--- config.mk ---
export PLATFORM = sky130hd
export DESIGN_NAME = uart_tx_arbiter_flat
export DESIGN_NICKNAME = d
export VERILOG_FILES = /design/src/rtl/uart_tx_arbiter_if.sv /design/src/rtl/uart_tx_arbiter.sv /design/src/flat_wrapper.sv
export SDC_FILE = /design/constraint.sdc
export NUM_CORES = 1
export LEC_CHECK = 0
export CAP_MARGIN = 20
export CORE_UTILIZATION = 30
export DETAILED_ROUTE_END_ITERATION = 6
export DONT_BUFFER_PORTS = 1
export GPL_TIMING_DRIVEN = 0
export PLACE_DENSITY = 0.42
export SLEW_MARGIN = 20
export SYNTH_ARGS = -nofsm -noshare
export SYNTH_HDL_FRONTEND = slang
export SYNTH_SLANG_ARGS = --single-unit
--- constraint.sdc ---
create_clock -name clk -period 5.8 [get_ports clk]
set_input_delay 0.29 -clock clk [delete_from_list [all_inputs] [get_ports clk]]
set_output_delay 0.29 -clock clk [all_outputs]
set_load 0.05 [all_outputs]
--- src/rtl/uart_tx_arbiter_if.sv ---
// Requester and uart_tx handshake bundle for uart_tx_arbiter.
// slave is the arbiter view; master drives requests and uart_tx busy.
interface uart_tx_arbiter_if #(
    parameter int NUM_REQ      = 4,
    parameter int PAYLOAD_BITS = 8
);
    logic [NUM_REQ-1:0]              req_valid;
    logic [NUM_REQ*PAYLOAD_BITS-1:0] req_data;
    logic [NUM_REQ-1:0]              req_last;
    logic [NUM_REQ-1:0]              req_ready;
    logic                            uart_tx_en;
    logic [PAYLOAD_BITS-1:0]         uart_tx_data;
    logic                            uart_tx_busy;

    modport master (
        output req_valid, req_data, req_last, uart_tx_busy,
        input  req_ready, uart_tx_en, uart_tx_data
    );

    modport slave (
        input  req_valid, req_data, req_last, uart_tx_busy,
        output req_ready, uart_tx_en, uart_tx_data
    );
endinterface

--- src/rtl/uart_tx_arbiter.sv ---
// Round-robin, packet-locked arbiter sharing one uart_tx serialiser
// between NUM_REQ byte-stream requesters, with optional inter-frame gap.
module uart_tx_arbiter #(
    parameter int NUM_REQ      = 4,
    parameter int PAYLOAD_BITS = 8,
    parameter int GAP_CYCLES   = 0,
    localparam int IDX_W       = $clog2(NUM_REQ)
) (
    input  logic             clk,
    input  logic             rst,
    uart_tx_arbiter_if.slave bus,
    output logic [IDX_W-1:0] grant_id,
    output logic             locked
);
    typedef enum logic [2:0] {
        IDLE,
        ISSUE,
        WAIT_START,
        WAIT_DONE,
        GAP
    } state_t;

    localparam logic [15:0] GAP_LOAD =
        16'((GAP_CYCLES > 0) ? GAP_CYCLES - 1 : 0);

    state_t           state;
    logic [IDX_W-1:0] rr_ptr;
    logic [15:0]      gap_cnt;
    logic [IDX_W-1:0] pick_idx;
    logic [IDX_W-1:0] nxt_ptr;
    logic             pick_ok;
    logic             can_pick;
    int               j;

    // Lowest offset from rr_ptr wins, so scan from the far end down.
    always_comb begin
        pick_ok  = 1'b0;
        pick_idx = grant_id;
        j        = 0;
        if (locked) begin
            pick_ok = bus.req_valid[grant_id];
        end else begin
            for (int k = NUM_REQ - 1; k >= 0; k--) begin
                j = int'(rr_ptr) + k;
                if (j >= NUM_REQ) j = j - NUM_REQ;
                if (bus.req_valid[IDX_W'(j)]) begin
                    pick_ok  = 1'b1;
                    pick_idx = IDX_W'(j);
                end
            end
        end
    end

    assign can_pick = (state == IDLE) && !bus.uart_tx_busy
                    && pick_ok && !rst;

    assign nxt_ptr = (pick_idx == IDX_W'(NUM_REQ - 1))
                   ? '0 : pick_idx + 1'b1;

    always_comb begin
        bus.req_ready = '0;
        if (can_pick) bus.req_ready[pick_idx] = 1'b1;
    end

    always_ff @(posedge clk or posedge rst) begin
        if (rst) begin
            state            <= IDLE;
            rr_ptr           <= '0;
            gap_cnt          <= '0;
            grant_id         <= '0;
            locked           <= 1'b0;
            bus.uart_tx_en   <= 1'b0;
            bus.uart_tx_data <= '0;
        end else begin
            unique case (state)
                IDLE: begin
                    if (can_pick) begin
                        bus.uart_tx_data <= bus.req_data[
                            pick_idx*PAYLOAD_BITS +: PAYLOAD_BITS];
                        grant_id       <= pick_idx;
                        locked         <= ~bus.req_last[pick_idx];
                        bus.uart_tx_en <= 1'b1;
                        state          <= ISSUE;
                        if (bus.req_last[pick_idx]) rr_ptr <= nxt_ptr;
                    end
                end
                ISSUE: begin
                    bus.uart_tx_en <= 1'b0;
                    state          <= WAIT_START;
                end
                WAIT_START: begin
                    if (bus.uart_tx_busy) state <= WAIT_DONE;
                end
                WAIT_DONE: begin
                    if (!bus.uart_tx_busy) begin
                        if (GAP_CYCLES == 0) begin
                            state <= IDLE;
                        end else begin
                            gap_cnt <= GAP_LOAD;
                            state   <= GAP;
                        end
                    end
                end
                GAP: begin
                    if (gap_cnt == 16'd0) state <= IDLE;
                    else gap_cnt <= gap_cnt - 16'd1;
                end
                default: state <= IDLE;
            endcase
        end
    end
endmodule
--- src/flat_wrapper.sv ---
// flat-port wrapper written by rule: the top's interface ports become plain ports
module uart_tx_arbiter_flat 
#(
    parameter int NUM_REQ      = 4,
    parameter int PAYLOAD_BITS = 8,
    parameter int GAP_CYCLES   = 0,
    localparam int IDX_W       = $clog2(NUM_REQ)
)
  (clk, rst, grant_id, locked, bus_req_valid, bus_req_data, bus_req_last, bus_uart_tx_busy, bus_req_ready, bus_uart_tx_en, bus_uart_tx_data);
  uart_tx_arbiter_if #(.NUM_REQ(NUM_REQ), .PAYLOAD_BITS(PAYLOAD_BITS)) bus_i ();
  input  logic clk;
  input  logic rst;
  output logic [IDX_W-1:0] grant_id;
  output logic locked;
  input wire logic [$bits(bus_i.req_valid)-1:0] bus_req_valid;
  input wire logic [$bits(bus_i.req_data)-1:0] bus_req_data;
  input wire logic [$bits(bus_i.req_last)-1:0] bus_req_last;
  input wire logic [$bits(bus_i.uart_tx_busy)-1:0] bus_uart_tx_busy;
  output wire logic [$bits(bus_i.req_ready)-1:0] bus_req_ready;
  output wire logic [$bits(bus_i.uart_tx_en)-1:0] bus_uart_tx_en;
  output wire logic [$bits(bus_i.uart_tx_data)-1:0] bus_uart_tx_data;
  assign bus_i.req_valid = bus_req_valid;
  assign bus_i.req_data = bus_req_data;
  assign bus_i.req_last = bus_req_last;
  assign bus_i.uart_tx_busy = bus_uart_tx_busy;
  assign bus_req_ready = bus_i.req_ready;
  assign bus_uart_tx_en = bus_i.uart_tx_en;
  assign bus_uart_tx_data = bus_i.uart_tx_data;
  uart_tx_arbiter #(.NUM_REQ(NUM_REQ), .PAYLOAD_BITS(PAYLOAD_BITS), .GAP_CYCLES(GAP_CYCLES)) u_core (.clk(clk), .rst(rst), .bus(bus_i), .grant_id(grant_id), .locked(locked));
endmodule
==> results of run 1 <==
## metrics by stage
stage	instance area, um2	std cells
6_report	1760	241
3_5_place_dp	1710	237
4_1_cts	1760	241
2_1_floorplan	1620	167
5_1_grt	1760	241
3_3_place_gp	1710	237
## final cells by class
type	instances	area (um2)	share of cell area [%]
multi-input combinational	129	1090	61.7
sequential	16	400	22.7
buffer	11	90.1	5.11
tap	70	87.6	4.97
clock buffer	4	55.1	3.12
inverter	11	41.3	2.34
## sequential cells by signal (all words and copies together) (netlist names)
register                 flops
u_core.bus.uart_tx_data      8
u_core.grant_id              2
u_core.rr_ptr                2
u_core.state                 2
u_core.bus.uart_tx_en        1
u_core.locked                1
## kinds of logic (layout without fill, tap and decap cells)
family | count (synthesis) | count (layout) | synth area share (%)
multiplexers | 27 | 27 | 21.8
flip-flops | 16 | 16 | 24.7
adder cells (fa/ha/maj) | 8 | 8 | 6.18
AO/OA/AOI/OAI | 41 | 41 | 23.3
buffers and inverters | 22 | 26 | 8.11
AND/OR/NAND/NOR | 53 | 53 | 15.8
## routing by layer
layer	GRT usage [%]	share of wire (%)	vias to the layer above
met1	20.0	44	613
li1	-	-	610
met3	4.76	7.8	5
met4	4.53	0.87	0
met5	0	0	-
met2	25.1	47	45
## cells in the mapped netlist, types with 2 or more instances
| cell | count | area (um2) |
|---|---|---|
| o21ai_1 | 2 | 10.0 |
| ha_1 | 8 | 100 |
| mux2i_1 | 12 | 120 |
| mux2_4 | 7 | 105 |
| and2_1 | 4 | 25.0 |
| o21bai_1 | 2 | 15.0 |
| buf_2 | 2 | 10.0 |
| and3_2 | 4 | 30.0 |
| nor2_1 | 18 | 67.6 |
| inv_1 | 9 | 33.8 |
| o221ai_1 | 2 | 17.5 |
| a31oi_1 | 9 | 56.3 |
| dfrtp_1 | 16 | 400 |
| mux2_2 | 2 | 22.5 |
| a21oi_1 | 7 | 35.0 |
| o21ai_0 | 2 | 10.0 |
| inv_2 | 2 | 7.51 |
| and3_1 | 3 | 18.8 |
| nand2b_1 | 4 | 25.0 |
| clkbuf_1 | 3 | 11.3 |
| a31oi_2 | 6 | 75.1 |
| buf_6 | 3 | 33.8 |
| nand2_1 | 15 | 56.3 |
| mux4_2 | 2 | 45.0 |
| buf_4 | 2 | 15.0 |
| mux2_1 | 3 | 33.8 |
## power groups by stage
stage	Clock (mW)	Sequential [mW]	Combinational (mW)
2_1_floorplan	0	0.354	0.540
3_3_place_gp	0	0.371	0.624
3_5_place_dp	0	0.374	0.642
4_1_cts	0.105	0.371	0.644
5_1_grt	0.110	0.380	0.701
6_report	0.103	0.368	0.638
## worst max-delay path by stage
stage	end	slack, ns	cells past startpoint
6_report	bus_req_ready[2]	2.19	6
5_1_grt	bus_req_ready[2]	1.89	6
4_1_cts	bus_req_ready[2]	2.11	6
3_5_place_dp	bus_req_ready[2]	2.40	6
3_3_place_gp	bus_req_ready[2]	2.40	6
2_1_floorplan	bus_req_ready[2]	3.06	6
## worst reg2reg max path, stage by stage (launching register included)
cell	delay [ns]
dfrtp_1	0.64
clkbuf_1	0.37
or4_1	0.19
o2111ai_1	0.10
a21oi_1	0.66
clkbuf_1	0.58
a31oi_1	0.17
==> reports/results.tsv, run 1 <==
metric	value	unit
outcome	complete, no violations	
synth_area	1620	um2
fin_hold_ws	0.0220	ns
hpwl	3160	um
worstMarginPinSlew	0.785	ns
path_cells	clkbuf_1 -> or4_1 -> o2111ai_1 -> a21oi_1 -> clkbuf_1 -> and2_1	
worst-setup-path-type	reg -> out	
p_leak	0.772	nW
diodes	0	
worstPathRequired	5.51	ns
synth_ff_type	dfrtp_1	
worstSkewPairLatency	0.26	ns
syn_to_final_growth	8.81	%
cp-end-kind	output pin	
hp-class	in -> async	
cp_max_fo	10	
place.gp.congestion	0.796	
vdd_drop_max	0.228	mV
num_rows	26	
drc_errors	0	
final-hold-violation-count	0	
drive_gt1_share	24.0	%
ys_seq_elements	16	
cts_tree	built	
grt_overflow_total	0	
h-tree-depth	1	
layout_common_cells	nor2_1, dfrtp_1, nand2_1	
crit_start	u_core.locked	
switching_power	0.578	mW
nets	223	
yosys_warnings	0	
max_stage_delay	0.66	ns
syn_area_per_cell	9.69	um2
cts.clk_slew.worst_paths	0.07	ns
crit_path_start_kind	flip-flop	
post_drt_wl_per_cell	17.2	um
final_common_cell	nor2_1	
r2r_end	u_core.bus.uart_tx_data[0]	
root_buffer	clkbuf_8	
max_freq	277	MHz
fin_total_pwr	1.11	mW
postCtsSetupRepairBufs	0	
ys_types	44	
die_w	75.5	um
grt_max_degree	18	
cpMostUsedCell	clkbuf_1	
crit_family	buffers and inverters	
grt_pass1_vias	1277	
r2r_cells	6	
ys_seq_area_share	24.7	%
drtPass1Iterations	4	
comb_power_share	57.5	%
synth_edf_count	0	
fin_setup_tns	0	ns
cts_buffers	3	
cts.sinks	16	
slew_violations	0	
p_per_area	629	nW/um2
r2r_start	u_core.locked	
swShare	52.1	%
period_share	62.3	%
vias	1273	
io_pins	59	
clock_skew	0.00529	ns
fillers	567	
dp_worst_setup_slack	2.40	ns
die_h	75.5	um
vias_per_cell	5.28	
syn-num-nets	218	
port_buffers	0	
ant_nets	0	
intPower	0.531	mW
clockPowerShare	9.2	%
die_area	5690	um2
critPathSlowestCell	a21oi_1	
async_flop_share	100	%
reg2reg_slack	2.95	ns
drt_iter0_drc	49	
clock_path_buffers	2	
synth_cells	167	
seq_power_share	33.2	%
finalWorstSetupSlack	2.19	ns
cts_hold_buf	0	
grt_pass1_wl	6470	um
track_usage	15.5	%
initial_core_util	31.5	%
maxSlewHeadroom	47.7	%
totalWireLength	4140	um
core	5140	um2
final_util	34.3	%
grt_setup_unrepaired	false	
cp.arrival	3.32	ns
cp.buffers_inverters	2	
timing.final.crit_period	3.61	ns
maxCapViolCount	0	
antenna_found_initial	0	
cts_resized	0	
setup_viol	0	
Note: power is estimated with default switching activity, not from simulation.
==> run 2: changes to the inputs <==
--- a/config.mk
+++ b/config.mk
@@ -10,7 +10,7 @@
 export DETAILED_ROUTE_END_ITERATION = 6
 export DONT_BUFFER_PORTS = 1
 export GPL_TIMING_DRIVEN = 0
-export PLACE_DENSITY = 0.42
+export PLACE_DENSITY = 0.43
 export SLEW_MARGIN = 20
 export SYNTH_ARGS = -nofsm -noshare
 export SYNTH_HDL_FRONTEND = slang
==> constraint.sdc (replaced) <==
create_clock -name clk -period 3 [get_ports clk]
set_input_delay 0.15 -clock clk [delete_from_list [all_inputs] [get_ports clk]]
set_output_delay 0.15 -clock clk [all_outputs]
set_load 0.05 [all_outputs]
==> run 2 against run 1 <==
- core utilization increased by 0.51 points
- count of clock-buffer cells in the layout decreased by 1
- global-route usage is 0.42 points lower
- first-iteration DRC count down 10%
- die area unchanged
- critical endpoint is now bus_req_ready[1]
- highest routed layer unchanged
==> reports/results.tsv, run 2 (same netlist as run 1, synthesis figures left out) <==
metric	value	unit	change
final_common_cell	nor2_1		
post_drt_wl_per_cell	17.2	um	about the same
vias_per_cell	5.21		-1.3%
track_usage	15.1	%	-0.42 points
worst-setup-path-type	reg -> out		
timing.final.crit_period	2.83	ns	
p_leak	0.780	nW	+1.0%
ant_nets	0		unchanged
postCtsSetupRepairBufs	0		unchanged
grt_setup_unrepaired	false		
layout_common_cells	nor2_1, nand2_1, dfrtp_1		
drc_errors	0		unchanged
final_util	34.8	%	+0.51 points
cts_tree	built		
vias	1256		-1.3%
grt_pass1_wl	6370	um	-1.5%
num_rows	26		unchanged
clock_skew	0.00740	ns	+0.00211 ns
final-hold-violation-count	0		unchanged
largest_reg_flops	8		unchanged
clock_path_buffers	2		unchanged
hp-class	in -> reg		
hpwl	3050	um	-3.6%
worstSkewPairLatency	0.25	ns	about the same
cp-end-kind	output pin		
cts.clk_slew.worst_paths	0.07	ns	about the same
drt_iter0_drc	44		-10%
die_h	75.5	um	unchanged
nets	224		+0.45%
cp_max_fo	11		+1
core	5140	um2	unchanged
vdd_drop_max	0.415	mV	+82%
grt_pass1_vias	1226		-4.0%
crit_path_start_kind	flip-flop		
worstPathRequired	2.85	ns	-2.66 ns
h-tree-depth	1		unchanged
drive_gt1_share	29.8	%	+5.8 points
drtPass1Iterations	4		unchanged
outcome	complete, no violations		
die_area	5690	um2	unchanged
worstMarginPinSlew	0.707	ns	-0.0774 ns
maxSlewHeadroom	52.8	%	+5.1 points
placed_cell_area	1710	um2	unchanged
period_share	94.2	%	
stdcell_area	1790	um2	+1.5%
grt_max_degree	18		unchanged
grt_overflow_total	0		unchanged
p_per_area	1200	nW/um2	+90%
root_buffer	clkbuf_8		
slew_violations	0		unchanged
regMostFlops	u_core.bus.uart_tx_data		
setup_viol	0		unchanged
diodes	0		unchanged
max_freq	354	MHz	
maxCapViolCount	0		unchanged
io_pins	59		unchanged
place.gp.congestion	0.814		+2.2%
port_buffers	0		unchanged
antenna_found_initial	0		unchanged
syn_to_final_growth	10.4	%	
die_w	75.5	um	unchanged
cts.sinks	16		unchanged
cts_buffers	3		unchanged
cp.arrival	2.68	ns	-0.64 ns
totalWireLength	4140	um	about the same
initial_core_util	31.5	%	unchanged
fin_total_pwr	2.14	mW	+93%
[run 2: what timing repair did]
item                                    CTS  global route
cloned                                    0             0
endpoints found under the hold margin    16             0
endpoints found under the setup margin   11             4
gates resized for setup                  10             4
pin swaps                                 0             0
hold buffers                              1             0
[run 2: through the flow]
stage | TNS, ns | hold slack (ns) | instances | setup slack (ns)
global route | 0 | 0.0647 | 241 | 0.0319
finish | 0 | 0.0547 | 241 | 0.173
detailed placement | -0.834 | 0.196 | 237 | -0.347
global placement | -0.457 | 0.186 | 237 | -0.255
floorplan | 0 | 0.0717 | 167 | 0.400
CTS | 0 | 0.0534 | 241 | 0.0893
[run 2: layout make-up]
cell class	instances	area (um2)
buffer	11	97.6
clock buffer	3	41.3
fill	578	3350
inverter	11	41.3
multi-input combinational	129	1100
sequential	16	407
tap	70	87.6
timing repair buffer	1	10.0
[run 2: critical path: stages (launching register included)]
cell,delay (ns)
dfrtp_1,0.41
buf_2,0.27
nor2_1,0.11
a32oi_1,0.18
a22oi_1,0.15
o41ai_4,0.51
buf_6,0.25
inv_1,0.08
ha_1,0.19
and2_2,0.27
[run 2: per-layer routing]
metal	part of all wire, %	vias to the layer above	wire length (um)	global-route usage, %
met5	0	-	0	0
met4	0.46	0	19	2.47
met3	6.6	2	272	4.50
met2	45	38	1860	24.8
met1	48	602	1990	19.9
li1	-	614	-	-
[run 2: final timing paths]
kind / depth (start not counted) / from / endpoint / slack, ns
max in group asynchronous: 2 / rst / u_core.grant_id[1] / 2.03
worst max-delay path: 9 / u_core.rr_ptr[0] / bus_req_ready[1] / 0.17
worst max register to register: 8 / u_core.rr_ptr[0] / u_core.rr_ptr[1] / 0.46
min in group asynchronous: 2 / rst / u_core.grant_id[1] / 0.46
worst min register to register: 1 / u_core.state[1] / u_core.state[1] / 0.56
worst min-delay path: 2 / bus_req_data[8] / u_core.bus.uart_tx_data[0] / 0.05
[run 2: report_power, final]
part           internal, mW  leakage (nW)  switching [mW]  total (mW)
Combinational         0.604         0.571           0.651        1.26
Clock                0.0892        0.0216          0.0778       0.167
Sequential            0.325         0.187           0.394       0.719
==> run 3: changes to the inputs <==
--- a/config.mk
+++ b/config.mk
@@ -5,12 +5,15 @@
 export SDC_FILE = /design/constraint.sdc
 export NUM_CORES = 1
 export LEC_CHECK = 0
+export ABC_AREA = 1
 export CAP_MARGIN = 20
+export CORE_ASPECT_RATIO = 2
 export CORE_UTILIZATION = 30
 export DETAILED_ROUTE_END_ITERATION = 6
 export DONT_BUFFER_PORTS = 1
 export GPL_TIMING_DRIVEN = 0
 export PLACE_DENSITY = 0.43
+export RECOVER_POWER = 100
 export SLEW_MARGIN = 20
 export SYNTH_ARGS = -nofsm -noshare
 export SYNTH_HDL_FRONTEND = slang
==> run 3 against run 2 <==
- global-route usage rose by 2.9 points
- register-to-register slack improved by 0.15 ns
- via count grew 23%
- first-iteration DRC count decreased by 45%
- synthesized cell count is 51% higher
- routed wire length increased by 8.7%
- setup slack improved by 0.14 ns
==> reports/results.tsv, run 3 <==
metric	value	unit	change
p_leak	0.945	nW	+21%
crit_path_start_kind	flip-flop		
drt_iter0_drc	24		-45%
outcome	complete, no violations		
track_usage	18.0	%	+2.9 points
async_flop_share	100	%	unchanged
clock_path_buffers	2		unchanged
synth_edf_count	0		unchanged
timing.final.crit_period	2.69	ns	-0.136 ns
grt_overflow_total	0		unchanged
dp_worst_setup_slack	0.127	ns	+0.474 ns
whs_path_depth	3		+1
drc_errors	0		unchanged
grt_max_degree	18		unchanged
ys_seq_area_share	25.3	%	+0.59 points
syn_area_per_cell	6.25	um2	-36%
regMostFlops	u_core.bus.uart_tx_data		
cts_buffers	3		unchanged
reg2reg_slack	0.61	ns	+0.15 ns
hpwl	3610	um	+19%
hold_start	bus_uart_tx_busy		
largest_reg_flops	8		unchanged
synth_area_leaders	dfrtp_1, nand2_1, nand3_1		
period_share	89.7	%	-4.5 points
cp-end-kind	output pin		
synth_cells	253		+51%
placed_cell_area	1650	um2	-3.1%
clock_skew	0.00308	ns	-0.00432 ns
synth_ff_type	dfrtp_1		
maxSlewHeadroom	54.2	%	+1.4 points
r2r_cells	18		+10
setup_viol	0		unchanged
yosysMostFrequentCell	nand2_1		
cts.sinks	16		unchanged
worst-setup-path-type	reg -> out		
ys_seq_elements	16		unchanged
layoutNonFillerInstCount	315		+31%
io_pins	59		unchanged
vias	1547		+23%
grt_pass1_wl	7460	um	+17%
worstMarginPinSlew	0.687	ns	-0.0206 ns
ys_types	29		-34%
worstPathRequired	2.85	ns	about the same
cp_max_fo	11		unchanged
maxCapViolCount	0		unchanged
antenna_found_initial	0		unchanged
place.gp.congestion	0.732		-10%
r2r_end	u_core.rr_ptr[1]		
syn-num-nets	304		+39%
p_per_area	1370	nW/um2	+15%
ant_nets	0		unchanged
final_common_cell	nand2_1		
drive_gt1_share	9.73	%	-20 points
die_w	53.3	um	-29%
r2r_start	u_core.rr_ptr[0]		
stdcell_area	1700	um2	-5.1%
syn_to_final_growth	7.28	%	
num_rows	37		+42%
port_buffers	0		unchanged
nets	310		+38%
ys_top_cells_by_count	nand2_1, inv_1, nand3_1		
place_inst	311		+31%
drtPass1Iterations	4		unchanged
grt_pass1_vias	1618		+32%
fin_setup_tns	0	ns	unchanged
initial_core_util	31.1	%	-0.44 points
worstSkewPairLatency	0.25	ns	about the same
vias_per_cell	4.91		-5.8%
finalWorstSetupSlack	0.309	ns	+0.136 ns
synth_area	1580	um2	-2.3%
slew_violations	0		unchanged
cp.arrival	2.54	ns	-0.14 ns
synth.largest_area_cell	dfrtp_1		
post_drt_wl_per_cell	14.3	um	-17%
die_area	5580	um2	-2.0%
die_h	105	um	+39%
layout_common_cells	nand2_1, inv_1, nand3_1		
hold_path_end	u_core.state[1]		
postCtsSetupRepairBufs	0		unchanged
final-hold-violation-count	0		unchanged
core	5090	um2	-0.93%
final_util	33.3	%	-1.5 points
hp-class	in -> reg		
cts_tree	built		
cts.clk_slew.worst_paths	0.07	ns	about the same
root_buffer	clkbuf_8		
diodes	0		unchanged
yosys_warnings	0		unchanged
synth_top_area_share	25.3	%	+0.59 points
h-tree-depth	1		unchanged
totalWireLength	4500	um	+8.7%
vdd_drop_max	0.508	mV	+22%
grt_setup_unrepaired	false		
max_freq	372	MHz	+5.0%
run 3: changes by cell type in the layout (fill, tap and decap cells not counted), sizes merged, moves of 3 or more:
cell,previous run,this run
nand2,15,99
inv,11,38
nand3,0,27
a31oi,15,0
mux2,12,0
mux2i,12,1
o21ai,4,13
and3,7,0
nand3b,1,8
nand2b,4,0
or2,0,4
and2,4,1
mux4,3,0
nor2,18,15
run 3: worst max path at each step:
stage	start	endpoint	slack, ns	cells past startpoint
floorplan	u_core.grant_id[0]	bus_req_ready[0]	0.55	10
global placement	u_core.rr_ptr[0]	bus_req_ready[1]	0.13	15
detailed placement	u_core.rr_ptr[0]	bus_req_ready[3]	0.13	15
CTS	u_core.grant_id[0]	bus_req_ready[2]	0.005	10
global route	u_core.rr_ptr[0]	bus_req_ready[3]	0.05	14
finish	u_core.rr_ptr[0]	bus_req_ready[0]	0.31	16
run 3: final cells by class:
cell class / instances / area, um2
Sequential cell: 16 / 402
Clock buffer: 3 / 41.3
Inverter: 38 / 148
Multi-Input combinational cell: 188 / 936
Tap cell: 58 / 72.6
Fill cell: 606 / 3400
Timing Repair Buffer: 1 / 10.0
Buffer: 11 / 87.6
run 3: worst max-delay path: stages, from the launching register on:
cell	delay [ns]
dfrtp_1	0.37
buf_6	0.15
inv_6	0.09
nand2_1	0.07
nand3_1	0.10
nand2_1	0.11
inv_1	0.06
nand3_1	0.07
nand2_1	0.06
nand2_1	0.05
nand2_1	0.07
nand2_1	0.12
nand2_4	0.10
buf_4	0.20
ha_1	0.16
inv_1	0.05
nor2_2	0.46
run 3: cell families after synthesis:
logic type               synth area share [%]
buffers and inverters                    15.3
flip-flops                               25.3
AND/OR/NAND/NOR                          43.9
adder cells (fa/ha/maj)                  6.33
multiplexers                            0.633
AO/OA/AOI/OAI                            8.47
run 3: timing repair:
| item | 4_1_cts | 5_1_grt |
|---|---|---|
| endpoints found under the hold margin | 16 | 0 |
| hold buffers | 1 | 0 |
| gates resized for setup | 3 | 3 |
| setup endpoints to repair | 3 | 4 |
run 3: metrics by stage:
stage	hold slack [ns]	total power, mW
final	0.141	2.33
after global placement	0.178	2.21
after global routing	0.160	2.61
after detailed placement	0.187	2.22
after CTS	0.145	2.40
after floorplan	0.0719	1.85
run 3: power breakdown:
group	switching [mW]	total, mW	internal (mW)
combinational	0.960	1.49	0.535
sequential	0.354	0.664	0.310
clock	0.0803	0.170	0.0892
total	1.39	2.33	0.934
run 3: per-layer routing:
metal | GRT usage (%) | wire [um] | up-vias
met5 | 0 | 0 | -
met4 | 5.08 | 40 | 0
met3 | 2.33 | 249 | 4
met2 | 34.1 | 2550 | 48
met1 | 19.2 | 1660 | 708
li1 | - | - | 787
